==> config.mk <==
export PLATFORM = sky130hd
export DESIGN_NAME = breathing_pwm_mc
export DESIGN_NICKNAME = d
export VERILOG_FILES = /design/src/rtl/breathing_pwm_mc.sv
export SDC_FILE = /design/constraint.sdc
export NUM_CORES = 1
export LEC_CHECK = 0
export BUFFER_PORTS_ARGS = -buffer_cell sky130_fd_sc_hd__buf_2
export CORE_ASPECT_RATIO = 1.1
export CORE_MARGIN = 2
export CORE_UTILIZATION = 30
export DETAILED_ROUTE_END_ITERATION = 8
export PLACE_DENSITY = 0.57
export SYNTH_ARGS = -nofsm -noshare
export SYNTH_HDL_FRONTEND = slang
export SYNTH_SLANG_ARGS = --single-unit
==> constraint.sdc <==
create_clock -name clk -period 2.4 [get_ports clk]
set_clock_uncertainty 0.05 [all_clocks]
set_input_delay 0.12 -clock clk [delete_from_list [all_inputs] [get_ports clk]]
set_output_delay 0.12 -clock clk [all_outputs]
set_load 0.02 [all_outputs]
==> src/rtl/breathing_pwm_mc.sv <==
// breathing_pwm_mc: multi-channel breathing PWM, sawtooth or triangle duty sweep.
// Ports: clk, rst, en, ch_en, mode -> pwm_out, cycle_done, sweep_done. Option macro: PHASE_STAGGER_EN.
module breathing_pwm_mc #(
  parameter int NUM_CH   = 4,
  parameter int DUTY_MIN = 1,
  parameter int DUTY_MAX = 16,
  parameter int LOW_MULT = 2,
  parameter int DUTY_W   = $clog2(DUTY_MAX + 1),
  parameter int CNT_W    = (LOW_MULT * DUTY_MAX > 1) ?
                           $clog2(LOW_MULT * DUTY_MAX) : 1
) (
  input  logic              clk,
  input  logic              rst,
  input  logic              en,
  input  logic [NUM_CH-1:0] ch_en,
  input  logic              mode,
  output logic [NUM_CH-1:0] pwm_out,
  output logic [NUM_CH-1:0] cycle_done,
  output logic [NUM_CH-1:0] sweep_done
);

  typedef enum logic [1:0] {
    S_IDLE,
    S_HIGH,
    S_LOW
  } state_t;

  localparam logic [DUTY_W-1:0] D_MIN = DUTY_W'(DUTY_MIN);
  localparam logic [DUTY_W-1:0] D_MAX = DUTY_W'(DUTY_MAX);
  localparam bit FLAT = (DUTY_MIN == DUTY_MAX);

  for (genvar g = 0; g < NUM_CH; g++) begin : g_ch
`ifdef PHASE_STAGGER_EN
    localparam logic [DUTY_W-1:0] D_INIT =
      DUTY_W'(DUTY_MIN + (g % (DUTY_MAX - DUTY_MIN + 1)));
`else
    localparam logic [DUTY_W-1:0] D_INIT = D_MIN;
`endif

    state_t            state_q, state_d;
    logic [CNT_W-1:0]  cnt_q, cnt_d;
    logic [DUTY_W-1:0] duty_q, duty_d, duty_nx;
    logic              up_q, up_d, up_nx;
    logic              cyc_q, cyc_d;
    logic              swp_q, swp_d;
    logic              hi_end, lo_end;

    assign hi_end = (int'(cnt_q) == int'(duty_q) - 1);
    assign lo_end = (int'(cnt_q) == LOW_MULT * int'(duty_q) - 1);

    // Duty step applied at the end of a LOW phase.
    always_comb begin
      duty_nx = duty_q;
      up_nx   = up_q;
      if (!mode) begin
        up_nx   = 1'b1;
        duty_nx = (duty_q == D_MAX) ? D_MIN : duty_q + 1'b1;
      end else if (!FLAT) begin
        if (duty_q == D_MAX) begin
          duty_nx = D_MAX - 1'b1;
          up_nx   = 1'b0;
        end else if (duty_q == D_MIN) begin
          duty_nx = D_MIN + 1'b1;
          up_nx   = 1'b1;
        end else if (up_q) begin
          duty_nx = duty_q + 1'b1;
        end else begin
          duty_nx = duty_q - 1'b1;
        end
      end
    end

    always_comb begin
      state_d = state_q;
      cnt_d   = cnt_q;
      duty_d  = duty_q;
      up_d    = up_q;
      cyc_d   = 1'b0;
      swp_d   = 1'b0;
      if (!ch_en[g]) begin
        state_d = S_IDLE;
        cnt_d   = '0;
        duty_d  = D_INIT;
        up_d    = 1'b1;
      end else if (en) begin
        unique case (state_q)
          S_IDLE: begin
            state_d = S_HIGH;
            cnt_d   = '0;
          end
          S_HIGH: begin
            if (hi_end) begin
              state_d = S_LOW;
              cnt_d   = '0;
            end else begin
              cnt_d = cnt_q + 1'b1;
            end
          end
          S_LOW: begin
            if (lo_end) begin
              state_d = S_HIGH;
              cnt_d   = '0;
              duty_d  = duty_nx;
              up_d    = up_nx;
              cyc_d   = 1'b1;
              swp_d   = (duty_nx == D_MIN);
            end else begin
              cnt_d = cnt_q + 1'b1;
            end
          end
          default: state_d = S_IDLE;
        endcase
      end
    end

    always_ff @(posedge clk or posedge rst) begin
      if (rst) begin
        state_q <= S_IDLE;
        cnt_q   <= '0;
        duty_q  <= D_INIT;
        up_q    <= 1'b1;
        cyc_q   <= 1'b0;
        swp_q   <= 1'b0;
      end else begin
        state_q <= state_d;
        cnt_q   <= cnt_d;
        duty_q  <= duty_d;
        up_q    <= up_d;
        cyc_q   <= cyc_d;
        swp_q   <= swp_d;
      end
    end

    assign pwm_out[g]    = (state_q == S_HIGH);
    assign cycle_done[g] = cyc_q;
    assign sweep_done[g] = swp_q;
  end

endmodule

==> metrics.txt <==
Crit Path Max Fanout=8; Post-synth EDFFs=0; hold crit path type=in2reg; first-pass GRT wire length=20,100 um; Max-Slew Margin vs Limit=0.621; wire per inst=13.7 um; synthesis-stage register bit count=60; crit-path max cell delay=530 ps; area grow syn2layout=19.6%; Placement Rows=50; met3 Track Usage GR=0.0313; Vias per Instance=4.89; initial core utilization=0.305; Post-DRT Antenna Nets=0; H-tree depth=3; Crit path buffers/inverters=1; Die X=129 um; status=completed; Cell variety after synth=74; asr flop ratio synth=1.00; num ports=20; vias=4,302; Synth area leaders=dfrtp_1 25%, ha_1 8.0%, xnor2_1 5.8%; Multi-input gate area=0.00346 mm2; Clock Sinks=60; final worst path period share=0.975; Pwr per Cell Area=417 mW/mm2; total grt overflow=0; min Tclk post-route=2340 ps; Post-Syn Nets=650; GP Congestion=0.809; Die Ht=142 um; CTS tree=done; post-synth top area share=0.252; post-synthesis sequential area ratio=0.293; Syn. warnings=0; Detailed Place HPWL=8790 um; number of global-route vias before repair=4,160; most used routing layer=met2; CP delay by family, top=compound AO/OA/AOI/OAI gates; final hold violations=0; Power Total=0.00257 W; worst-margin pin slew=564 ps; Critical Path AT=2500 ps; Reg area=0.00151 mm2; final instance area=0.00617 mm2; Leakage=2.59 nW; Worst-path clk slew=50 ps; Core Area=0.0170 mm2; RSZ-0062 raised after global routing=true; layout cells sized above 1=0.224; Final WS setup=59.9 ps; worst vdd ir=0.000316 V; Mapped Area=0.00516 mm2; leading register cell type out of synthesis=dfrtp_1; Startpoint Class=flip-flop; DRC errors left=0; Yosys top cell by area=dfrtp_1; Inserted Diodes=0; post-synthesis cell count=609; CTS root buf=clkbuf_16; Cell Chain, Critical Path=inv_2 > ha_4 > nand2b_4 > o211a_1 > o31a_1 > nor3_4 > a2bb2oi_4 > nor2_2 > a211o_1; Filler Cell Count=1,750; CTS Buf Count=9; Post-Syn Area per Cell=8.48 um2; DR iter-0 viols=185; met1 Track Usage GR=0.175; critical path class=reg2reg; Total GRT Usage=0.136; CTS Buffer Depth=2; drt total wl=12,000 um; Critical Path Sink Type=flip-flop; Worst path slowest cell=dfstp_2; Die ar.=0.0183 mm2; Max Freq=0.427 GHz; Final nets=683; max cap viols=0; I/O Buffers=19; Slew Viols, Final=0; CP required=2560 ps; largest net degree at the start of global routing=26; GR Util met2=0.223; DP Area=0.00565 mm2; first-pass iteration count of the detailed router=4; pre-CTS WS=-5.38 ps; Clock Latency Late Sink=330 ps; antenna violations before repair=0; endpoints failing setup=0
==> cells by family after synthesis <==
kind of cell / after synthesis / share of synthesized area
flops: 60 / 0.293
mux: 27 / 0.0533
compound gates: 130 / 0.176
buf+inv: 82 / 0.0722
simple gates: 217 / 0.223
xor+xnor: 60 / 0.103
fa+ha+maj: 33 / 0.0800
==> power by group <==
group / total [W] / leakage [nW] / internal, W / switching (W)
Clock: 0.00128 / 0.144 / 0.000819 / 0.000461
Sequential: 0.00104 / 0.804 / 0.00103 / 0.0000140
Combinational: 0.000251 / 1.64 / 0.0000834 / 0.000168
==> routing by layer <==
| layer | wire, um | vias to the layer above | share of wire |
|---|---|---|---|
| li1 | - | 2199 | - |
| met1 | 5630 | 2052 | 0.47 |
| met2 | 5990 | 41 | 0.50 |
| met3 | 281 | 10 | 0.023 |
| met4 | 125 | 0 | 0.010 |
| met5 | 0 | - | 0 |
==> registers in the layout, indices dropped and copies added, names as in the netlist <==
signal / cells
g_ch.cnt_q: 20
g_ch.duty_q: 20
g_ch.state_q: 8
g_ch.cyc_q: 4
g_ch.swp_q: 4
g_ch.up_q: 4
==> worst paths after layout <==
check / start / to / slack, ps / depth (start not counted)
setup / recovery: g_ch[2].duty_q[0]$_DFFE_PP1P_ / g_ch[2].cnt_q[4]$_DFFE_PP0P_ / 60 / 9
hold / removal: ch_en[2] / g_ch[2].up_q$_DFFE_PP1P_ / 30 / 2
setup reg to reg: g_ch[2].duty_q[0]$_DFFE_PP1P_ / g_ch[2].cnt_q[4]$_DFFE_PP0P_ / 60 / 9
hold reg to reg: g_ch[2].state_q[1]$_DFFE_PP0P_ / g_ch[2].state_q[1]$_DFFE_PP0P_ / 500 / 2
max in group asynchronous: rst / g_ch[2].duty_q[0]$_DFFE_PP1P_ / 1230 / 4
min in group asynchronous: rst / g_ch[0].duty_q[4]$_DFFE_PP0P_ / 320 / 3
==> synth_stat cells, drive strengths merged, types with 3 or more instances <==
master and instances:
nor3 22, a211oi 5, nand3b 4, and3 3, nor2 41, o31a 6
nand2b 5, clkbuf 20, and2 11, or3 7, nand2 59, ha 33
o211ai 12, nor2b 9, a211o 3, xnor2 35, xor2 25, a21boi 4
o21a 3, mux2 4, nand3 37, nand4 7, a21oi 32, mux2i 23
dfstp 8, nor3b 6, o21ai 26, inv 36, a31oi 5, o22ai 3
nor4 3, a22oi 5, dfrtp 52, buf 25
==> metrics by stage <==
step | util | hold slack [ps] | std cells | setup TNS (ps)
6_report | 0.364 | 27.1 | 880 | 0
5_1_grt | 0.364 | 27.6 | 880 | -173
4_1_cts | 0.351 | 16.8 | 874 | -63.6
3_5_place_dp | 0.333 | 132 | 858 | -5.38
3_3_place_gp | 0.333 | 134 | 858 | 0
2_1_floorplan | - | 147 | 609 | 0
==> area by class of cell <==
type,count,area share
clock buffers,10,0.0387
clock inverters,5,0.00851
inverters,37,0.0225
multi-input cells,467,0.561
flip-flops and latches,60,0.245
well taps,234,0.0474
repair buffers,67,0.0768
==> timing repair <==
item,4_1_cts,5_1_grt
gates resized for setup,0,34
hold buffers,1,0
pin swaps,0,24
buffers inserted,0,6
endpoints found under the setup margin,5,45
hold endpoints to repair,20,0
==> placed cells by master (no fill, tap or decap), types with 4 or more instances in the layout <==
| master | netlist | layout |
|---|---|---|
| dfstp_2 | 8 | 8 |
| buf_2 | 10 | 19 |
| inv_2 | 0 | 5 |
| nor3_2 | 5 | 4 |
| nor2_1 | 39 | 38 |
| a21oi_1 | 31 | 29 |
| a22oi_1 | 5 | 5 |
| a211oi_2 | 4 | 5 |
| o211ai_1 | 11 | 11 |
| nor3_1 | 16 | 16 |
| xor2_1 | 25 | 25 |
| mux2i_1 | 23 | 23 |
| nand3_1 | 37 | 34 |
| o31a_1 | 6 | 6 |
| mux2_2 | 4 | 4 |
| nand2_1 | 59 | 59 |
| a31oi_1 | 5 | 5 |
| nor2b_1 | 9 | 9 |
| and2_1 | 10 | 10 |
| inv_1 | 36 | 31 |
| dfrtp_1 | 52 | 51 |
| o21ai_0 | 21 | 21 |
| clkbuf_16 | 0 | 9 |
| ha_4 | 0 | 4 |
| o21ai_1 | 5 | 4 |
| or3_1 | 5 | 5 |
| nand4_1 | 7 | 7 |
| ha_1 | 33 | 27 |
| nand3b_1 | 4 | 4 |
| buf_4 | 10 | 45 |
| nand2b_1 | 5 | 4 |
| xnor2_1 | 34 | 33 |
No activity file was read; power rests on OpenSTA's default activity.
